## config.mk

```make
export PLATFORM = sky130hd
export DESIGN_NAME = y86_instr_encoder
export DESIGN_NICKNAME = d
export VERILOG_FILES = /design/src/rtl/y86_instr_encoder.sv
export SDC_FILE = /design/constraint.sdc
export NUM_CORES = 1
export LEC_CHECK = 0
export CORE_MARGIN = 3
export CORE_UTILIZATION = 55
export CTS_BUF_LIST = sky130_fd_sc_hd__clkbuf_8
export DETAILED_ROUTE_END_ITERATION = 7
export GPL_TIMING_DRIVEN = 1
export PLACE_DENSITY = 0.84
export SYNTH_ARGS = -nofsm -noshare
export SYNTH_HDL_FRONTEND = slang
export SYNTH_SLANG_ARGS = --single-unit
```

## constraint.sdc

```tcl
create_clock -name clk -period 6.3 [get_ports clk]
set_input_delay 1.89 -clock clk [delete_from_list [all_inputs] [get_ports clk]]
set_output_delay 1.89 -clock clk [all_outputs]
set_load 0.005 [all_outputs]
```

## src/rtl/y86_instr_encoder.sv

```systemverilog
// Serialises one decoded Y86 instruction per handshake into byte-wide instruction memory.
// Optional build macro ENC_CHECK_EN: reject invalid icode/ifun combinations like an overflow.
module y86_instr_encoder #(
    parameter int ADDR_W = 10
) (
    input  logic              clk,
    input  logic              rst_n,
    input  logic              base_load,
    input  logic [ADDR_W-1:0] base_addr,
    input  logic              in_valid,
    output logic              in_ready,
    input  logic [3:0]        icode,
    input  logic [3:0]        ifun,
    input  logic [3:0]        rA,
    input  logic [3:0]        rB,
    input  logic [63:0]       valC,
    output logic              mem_we,
    output logic [ADDR_W-1:0] mem_addr,
    output logic [7:0]        mem_wdata,
    output logic [ADDR_W:0]   wr_addr,
    output logic              done,
    output logic              err,
    output logic              dbg_state
);

    // Handshake: an instruction is taken on a rising edge where in_valid && in_ready;
    // in_valid may be held across cycles, in_ready never depends on in_valid.
    // wr_addr is one bit wider than mem_addr so a completely full memory reads 2**ADDR_W.

    typedef enum logic {
        IDLE = 1'b0,
        EMIT = 1'b1
    } state_t;

    state_t r_state, w_nxt_state;

    logic [3:0]        r_idx, w_nxt_idx;
    logic [3:0]        r_len;
    logic [3:0]        r_icode, r_ifun, r_ra, r_rb;
    logic [63:0]       r_valc;
    logic              r_mem_we, w_nxt_we;
    logic [ADDR_W-1:0] r_mem_addr, w_nxt_addr;
    logic [7:0]        r_mem_wdata, w_nxt_wdata;
    logic [ADDR_W:0]   r_wr_addr, w_nxt_wr_addr;
    logic              r_done, w_nxt_done;
    logic              r_err, w_nxt_err;
    logic              w_cap;

    logic [3:0]        w_len;
    logic [ADDR_W:0]   w_sum;
    logic [ADDR_W:0]   w_full;
    logic              w_ovf;
    logic              w_bad;

    function automatic logic f_has_reg(input logic [3:0] ic);
        case (ic)
            4'd2, 4'd3, 4'd4, 4'd5, 4'd6, 4'd10, 4'd11: return 1'b1;
            default:                                     return 1'b0;
        endcase
    endfunction

    function automatic logic f_has_valc(input logic [3:0] ic);
        case (ic)
            4'd3, 4'd4, 4'd5, 4'd7, 4'd8: return 1'b1;
            default:                      return 1'b0;
        endcase
    endfunction

    function automatic logic [3:0] f_len(input logic [3:0] ic);
        return 4'd1 + {3'b000, f_has_reg(ic)} + {f_has_valc(ic), 3'b000};
    endfunction

    // Byte idx of an instruction: opcode, optional register byte, then valC MSB first.
    function automatic logic [7:0] f_byte(input logic [3:0] idx, input logic [3:0] ic,
                                          input logic [3:0] fn, input logic [3:0] ra,
                                          input logic [3:0] rb, input logic [63:0] vc);
        logic [2:0] k;
        if (idx == 4'd0) return {ic, fn};
        if (f_has_reg(ic) && idx == 4'd1) return {ra, rb};
        k = idx[2:0] - (f_has_reg(ic) ? 3'd2 : 3'd1);
        return vc[{3'd7 - k, 3'b000} +: 8];
    endfunction

`ifdef ENC_CHECK_EN
    function automatic logic f_bad(input logic [3:0] ic, input logic [3:0] fn);
        if (ic > 4'd11)                 return 1'b1;
        if (ic == 4'd2 || ic == 4'd7)   return fn > 4'd6;
        if (ic == 4'd6)                 return fn > 4'd3;
        return fn != 4'd0;
    endfunction

    assign w_bad = f_bad(icode, ifun);
`else
    assign w_bad = 1'b0;
`endif

    assign w_len  = f_len(icode);
    assign w_sum  = r_wr_addr + {{(ADDR_W-3){1'b0}}, w_len};
    assign w_full = {1'b1, {ADDR_W{1'b0}}};
    assign w_ovf  = w_sum > w_full;

    assign in_ready  = (r_state == IDLE) && !base_load;
    assign mem_we    = r_mem_we;
    assign mem_addr  = r_mem_addr;
    assign mem_wdata = r_mem_wdata;
    assign wr_addr   = r_wr_addr;
    assign done      = r_done;
    assign err       = r_err;
    assign dbg_state = r_state;

    always_comb begin
        w_nxt_state   = r_state;
        w_nxt_idx     = r_idx;
        w_nxt_we      = 1'b0;
        w_nxt_addr    = r_mem_addr;
        w_nxt_wdata   = r_mem_wdata;
        w_nxt_wr_addr = r_wr_addr;
        w_nxt_done    = 1'b0;
        w_nxt_err     = r_err;
        w_cap         = 1'b0;
        case (r_state)
            IDLE: begin
                if (base_load) begin
                    w_nxt_wr_addr = {1'b0, base_addr};
                    w_nxt_err     = 1'b0;
                end else if (in_valid) begin
                    if (w_ovf || w_bad) begin
                        w_nxt_err = 1'b1;
                    end else begin
                        w_cap       = 1'b1;
                        w_nxt_state = EMIT;
                        w_nxt_idx   = 4'd0;
                        w_nxt_we    = 1'b1;
                        w_nxt_addr  = r_wr_addr[ADDR_W-1:0];
                        w_nxt_wdata = {icode, ifun};
                        w_nxt_done  = (w_len == 4'd1);
                    end
                end
            end
            EMIT: begin
                if (r_idx == r_len - 4'd1) begin
                    w_nxt_state   = IDLE;
                    w_nxt_wr_addr = r_wr_addr + {{(ADDR_W-3){1'b0}}, r_len};
                end else begin
                    w_nxt_idx   = r_idx + 4'd1;
                    w_nxt_we    = 1'b1;
                    w_nxt_addr  = r_mem_addr + 1'b1;
                    w_nxt_wdata = f_byte(r_idx + 4'd1, r_icode, r_ifun, r_ra, r_rb, r_valc);
                    w_nxt_done  = (r_idx + 4'd2 == r_len);
                end
            end
            default: w_nxt_state = IDLE;
        endcase
    end

    always_ff @(posedge clk or negedge rst_n) begin
        if (!rst_n) begin
            r_state     <= IDLE;
            r_idx       <= 4'd0;
            r_len       <= 4'd0;
            r_icode     <= 4'd0;
            r_ifun      <= 4'd0;
            r_ra        <= 4'd0;
            r_rb        <= 4'd0;
            r_valc      <= 64'd0;
            r_mem_we    <= 1'b0;
            r_mem_addr  <= '0;
            r_mem_wdata <= 8'd0;
            r_wr_addr   <= '0;
            r_done      <= 1'b0;
            r_err       <= 1'b0;
        end else begin
            r_state     <= w_nxt_state;
            r_idx       <= w_nxt_idx;
            r_mem_we    <= w_nxt_we;
            r_mem_addr  <= w_nxt_addr;
            r_mem_wdata <= w_nxt_wdata;
            r_wr_addr   <= w_nxt_wr_addr;
            r_done      <= w_nxt_done;
            r_err       <= w_nxt_err;
            if (w_cap) begin
                r_len   <= w_len;
                r_icode <= icode;
                r_ifun  <= ifun;
                r_ra    <= rA;
                r_rb    <= rB;
                r_valc  <= valC;
            end
        end
    end

endmodule
```

==> flow_summary.json <==
{
  "outcome": "complete, no violations",
  "drc": 0,
  "final_cell_mix": "clkdlybuf4s50_1 (126), dfrtp_1 (119), mux2_4 (49), nand2_1 (45), mux2_2 (35)",
  "setup_ws_ns": 0.8241,
  "critPathMaxStageDelay_ns": 0.67,
  "syn_nets": 656,
  "die_w_um": 115.4,
  "skew_ns": 0.01492,
  "clkTransAtPathRegs_ns": 0.06,
  "arrival_ns": 5.79,
  "fillCellCount": 797,
  "htreeDepth": 4,
  "yosys_most_used_dff": "dfrtp_1",
  "antenna_found_initial": 0,
  "end_kind": "flip-flop",
  "crit_path_cell_trace": "clkdlybuf4s50_1, or4b_2, o21ai_0, ha_1, a31oi_1, xor2_1, nand4b_1, o31a_1, or2_4, buf_12, mux2_4",
  "p_per_area_nw_per_um2": 596.3,
  "synth_seq_cells": 119,
  "rsz0062_at_grt": "false",
  "async_flop_share_pct": 100.0,
  "drtIter0Drc": 368,
  "area_growth_syn_to_layout_pct": 26.51,
  "die_area_um2": 13310,
  "io_buffers": 127,
  "layout_commonest_cell": "clkdlybuf4s50_1",
  "hold_depth": 1,
  "num_rows": 39,
  "setup_tns_ns": 0,
  "grt_use_total_pct": 25.69,
  "cts_tree": "built",
  "dr.pass1.iters": 5,
  "clockBufferDepth": 2,
  "wl_per_cell_um": 19.40,
  "avgSynthCellArea_um2": 12.05,
  "routed_wirelength_um": 15930,
  "grt_pass1_vias": 5178,
  "via_count": 4838,
  "worst_setup_path_start_kind": "primary input",
  "hold_class": "reg2reg",
  "core_area_um2": 11560,
  "design_area_um2": 8323,
  "p_leak_uw": 0.003748,
  "r2r-start": "r_icode[0]",
  "clock_tree.root_cell": "clkbuf_8",
  "start_util_pct": 56.89,
  "die_height_um": 115.4,
  "place_hpwl_um": 11570,
  "ys_warn_count": 0,
  "grt_max_degree": 66,
  "layout-drive-gt1-share_pct": 21.68,
  "syn_area_um2": 6579,
  "drv_cap": 0,
  "worstPathMaxFanout": 35,
  "synth_cells": 546,
  "n_antenna_cell": 0,
  "hold_viol": 0,
  "viasPerCell": 5.893,
  "fmax_ghz": 0.1826,
  "antenna_left": 0,
  "r2r_setup_slack_ns": 2.50,
  "layout.area.seq_um2": 2978,
  "required_ns": 6.61,
  "insertion_delay_ns": 0.44,
  "overflow": 0,
  "setup_viol": 0,
  "path_class": "in2reg",
  "max_slew_margin_pct": 27.31,
  "peakVddDrop_mv": 0.3259,
  "r2r-end": "mem_wdata[2]",
  "place_ws_ns": 0.4543,
  "cts_made_buffers": 17,
  "dpl_cell_area_um2": 7915,
  "cts_sinks": 119,
  "tightestPinTransition_ns": 1.090,
  "synth_edf_count": 0,
  "post-route-period-util_pct": 86.92,
  "ctsHoldBuffers": 0,
  "min_to": "r_ifun[3]",
  "grt_pass1_wl_um": 26460,
  "r2r_cells": 9,
  "cp_slowest_cell": "or4b_2",
  "multiInputGateArea_um2": 3329,
  "nets": 776,
  "period_minus_slack_ns": 5.476,
  "gp_congestion": 0.9021,
  "slew_viol_final": 0,
  "postCtsSetupBuffers": 0,
  "final_util_pct": 71.97,
  "ctsResizeCount": 0,
  "pin_count": 128,
  "synth_seq_area_share_pct": 45.26,
  "hold_start": "r_ifun[3]",
  "ys_types": 58
}
## power breakdown
group	switching [µW]	total, µW	internal, µW
combinational	1240	2740	1500
sequential	353	1500	1150
clock	307	721	415
total	1900	4960	3060
## layout make-up
cell class / count / share of cell area (%)
timing repair buffer: 136 / 16.36
tap: 143 / 2.150
multi-input combinational: 374 / 40.00
inverter: 18 / 0.8118
sequential: 119 / 35.78
clock inverter: 11 / 1.594
clock buffer: 20 / 3.307
## flip-flops by register name, indices dropped and copies added (netlist names)
name / cells
r_valc: 64
wr_addr: 11
mem_addr: 10
mem_wdata: 8
r_icode: 4
r_idx: 4
r_ifun: 4
r_ra: 4
r_rb: 4
r_len: 3
done: 1
err: 1
mem_we: 1
## per-layer routing
metal | share of wire [%] | vias to the layer above | global-route usage (%)
li1 | - | 2239 | -
met1 | 43 | 2404 | 33.50
met2 | 50 | 169 | 42.82
met3 | 5.1 | 26 | 5.579
met4 | 2.0 | 0 | 8.764
met5 | 0 | - | 0
## cells by family after synthesis
logic type               Yosys count  share of synthesized area (%)
AO/OA/AOI/OAI                    101                          11.07
XOR/XNOR                          19                          2.529
adder cells (fa/ha/maj)           16                          3.385
buffers and inverters             53                          4.165
flip-flops                       119                          45.26
multiplexers                     106                          23.56
AND/OR/NAND/NOR                  132                          10.02
## worst max-delay path by stage
| stage | cells after the start | slack [ns] | from | end |
|---|---|---|---|---|
| 2_1_floorplan | 11 | 1.43 | icode[2] | r_len[3] |
| 4_1_cts | 3 | 0.86 | base_load | in_ready |
| 3_5_place_dp | 11 | 0.45 | icode[2] | r_valc[27] |
| 3_3_place_gp | 11 | 0.57 | icode[2] | r_valc[6] |
| 6_report | 11 | 0.82 | icode[2] | r_valc[27] |
| 5_1_grt | 11 | 0.66 | icode[2] | r_valc[42] |
## critical path, delay by kind of cell
family,cells,cell delay (ns)
AO/OA/AOI/OAI,3,0.93
adder cells (fa/ha/maj),1,0.38
buffers and inverters,2,0.72
AND/OR/NAND/NOR,3,1.34
multiplexers,1,0.31
XOR/XNOR,1,0.20
## per-stage QoR
| step | hold slack [ns] | cells | total power (µW) |
|---|---|---|---|
| finish | 0.4847 | 821 | 4963 |
| global route | 0.5055 | 821 | 5313 |
| CTS | 0.4845 | 821 | 4978 |
| detailed placement | 0.4702 | 790 | 4217 |
| global placement | 0.4675 | 790 | 4119 |
| floorplan | 0.4496 | 546 | 3394 |
## synthesized netlist by cell type (2+ instances only)
cell | number | area, µm²
ha_1 | 13 | 162.7
nand4_1 | 2 | 12.51
nand2_1 | 45 | 168.9
buf_1 | 2 | 7.510
xnor2_1 | 11 | 96.34
o211ai_1 | 4 | 30.03
a2bb2oi_1 | 6 | 52.55
a21oi_1 | 21 | 105.1
nor2b_1 | 5 | 31.28
nor2_1 | 16 | 60.06
nand3_1 | 11 | 55.05
buf_2 | 6 | 30.03
mux2i_1 | 6 | 60.06
buf_4 | 4 | 30.03
and3_1 | 9 | 56.30
o21ai_0 | 13 | 65.06
buf_6 | 7 | 78.83
o31ai_1 | 8 | 60.06
mux2_4 | 49 | 735.7
a211oi_1 | 5 | 37.54
mux4_2 | 16 | 360.4
or3_1 | 8 | 50.05
fa_1 | 3 | 60.06
clkbuf_1 | 16 | 60.06
and4_1 | 2 | 17.52
dfrtp_1 | 119 | 2978
nor3_1 | 23 | 115.1
inv_1 | 16 | 60.06
xor2_1 | 8 | 70.07
mux2_2 | 35 | 394.1
a211o_1 | 7 | 61.31
a31oi_1 | 2 | 12.51
or2_2 | 2 | 12.51
a221o_1 | 8 | 80.08
a21o_1 | 12 | 90.09
o31a_1 | 3 | 26.28
clkinv_1 | 2 | 7.510
No activity file was read; power rests on OpenSTA's default activity.
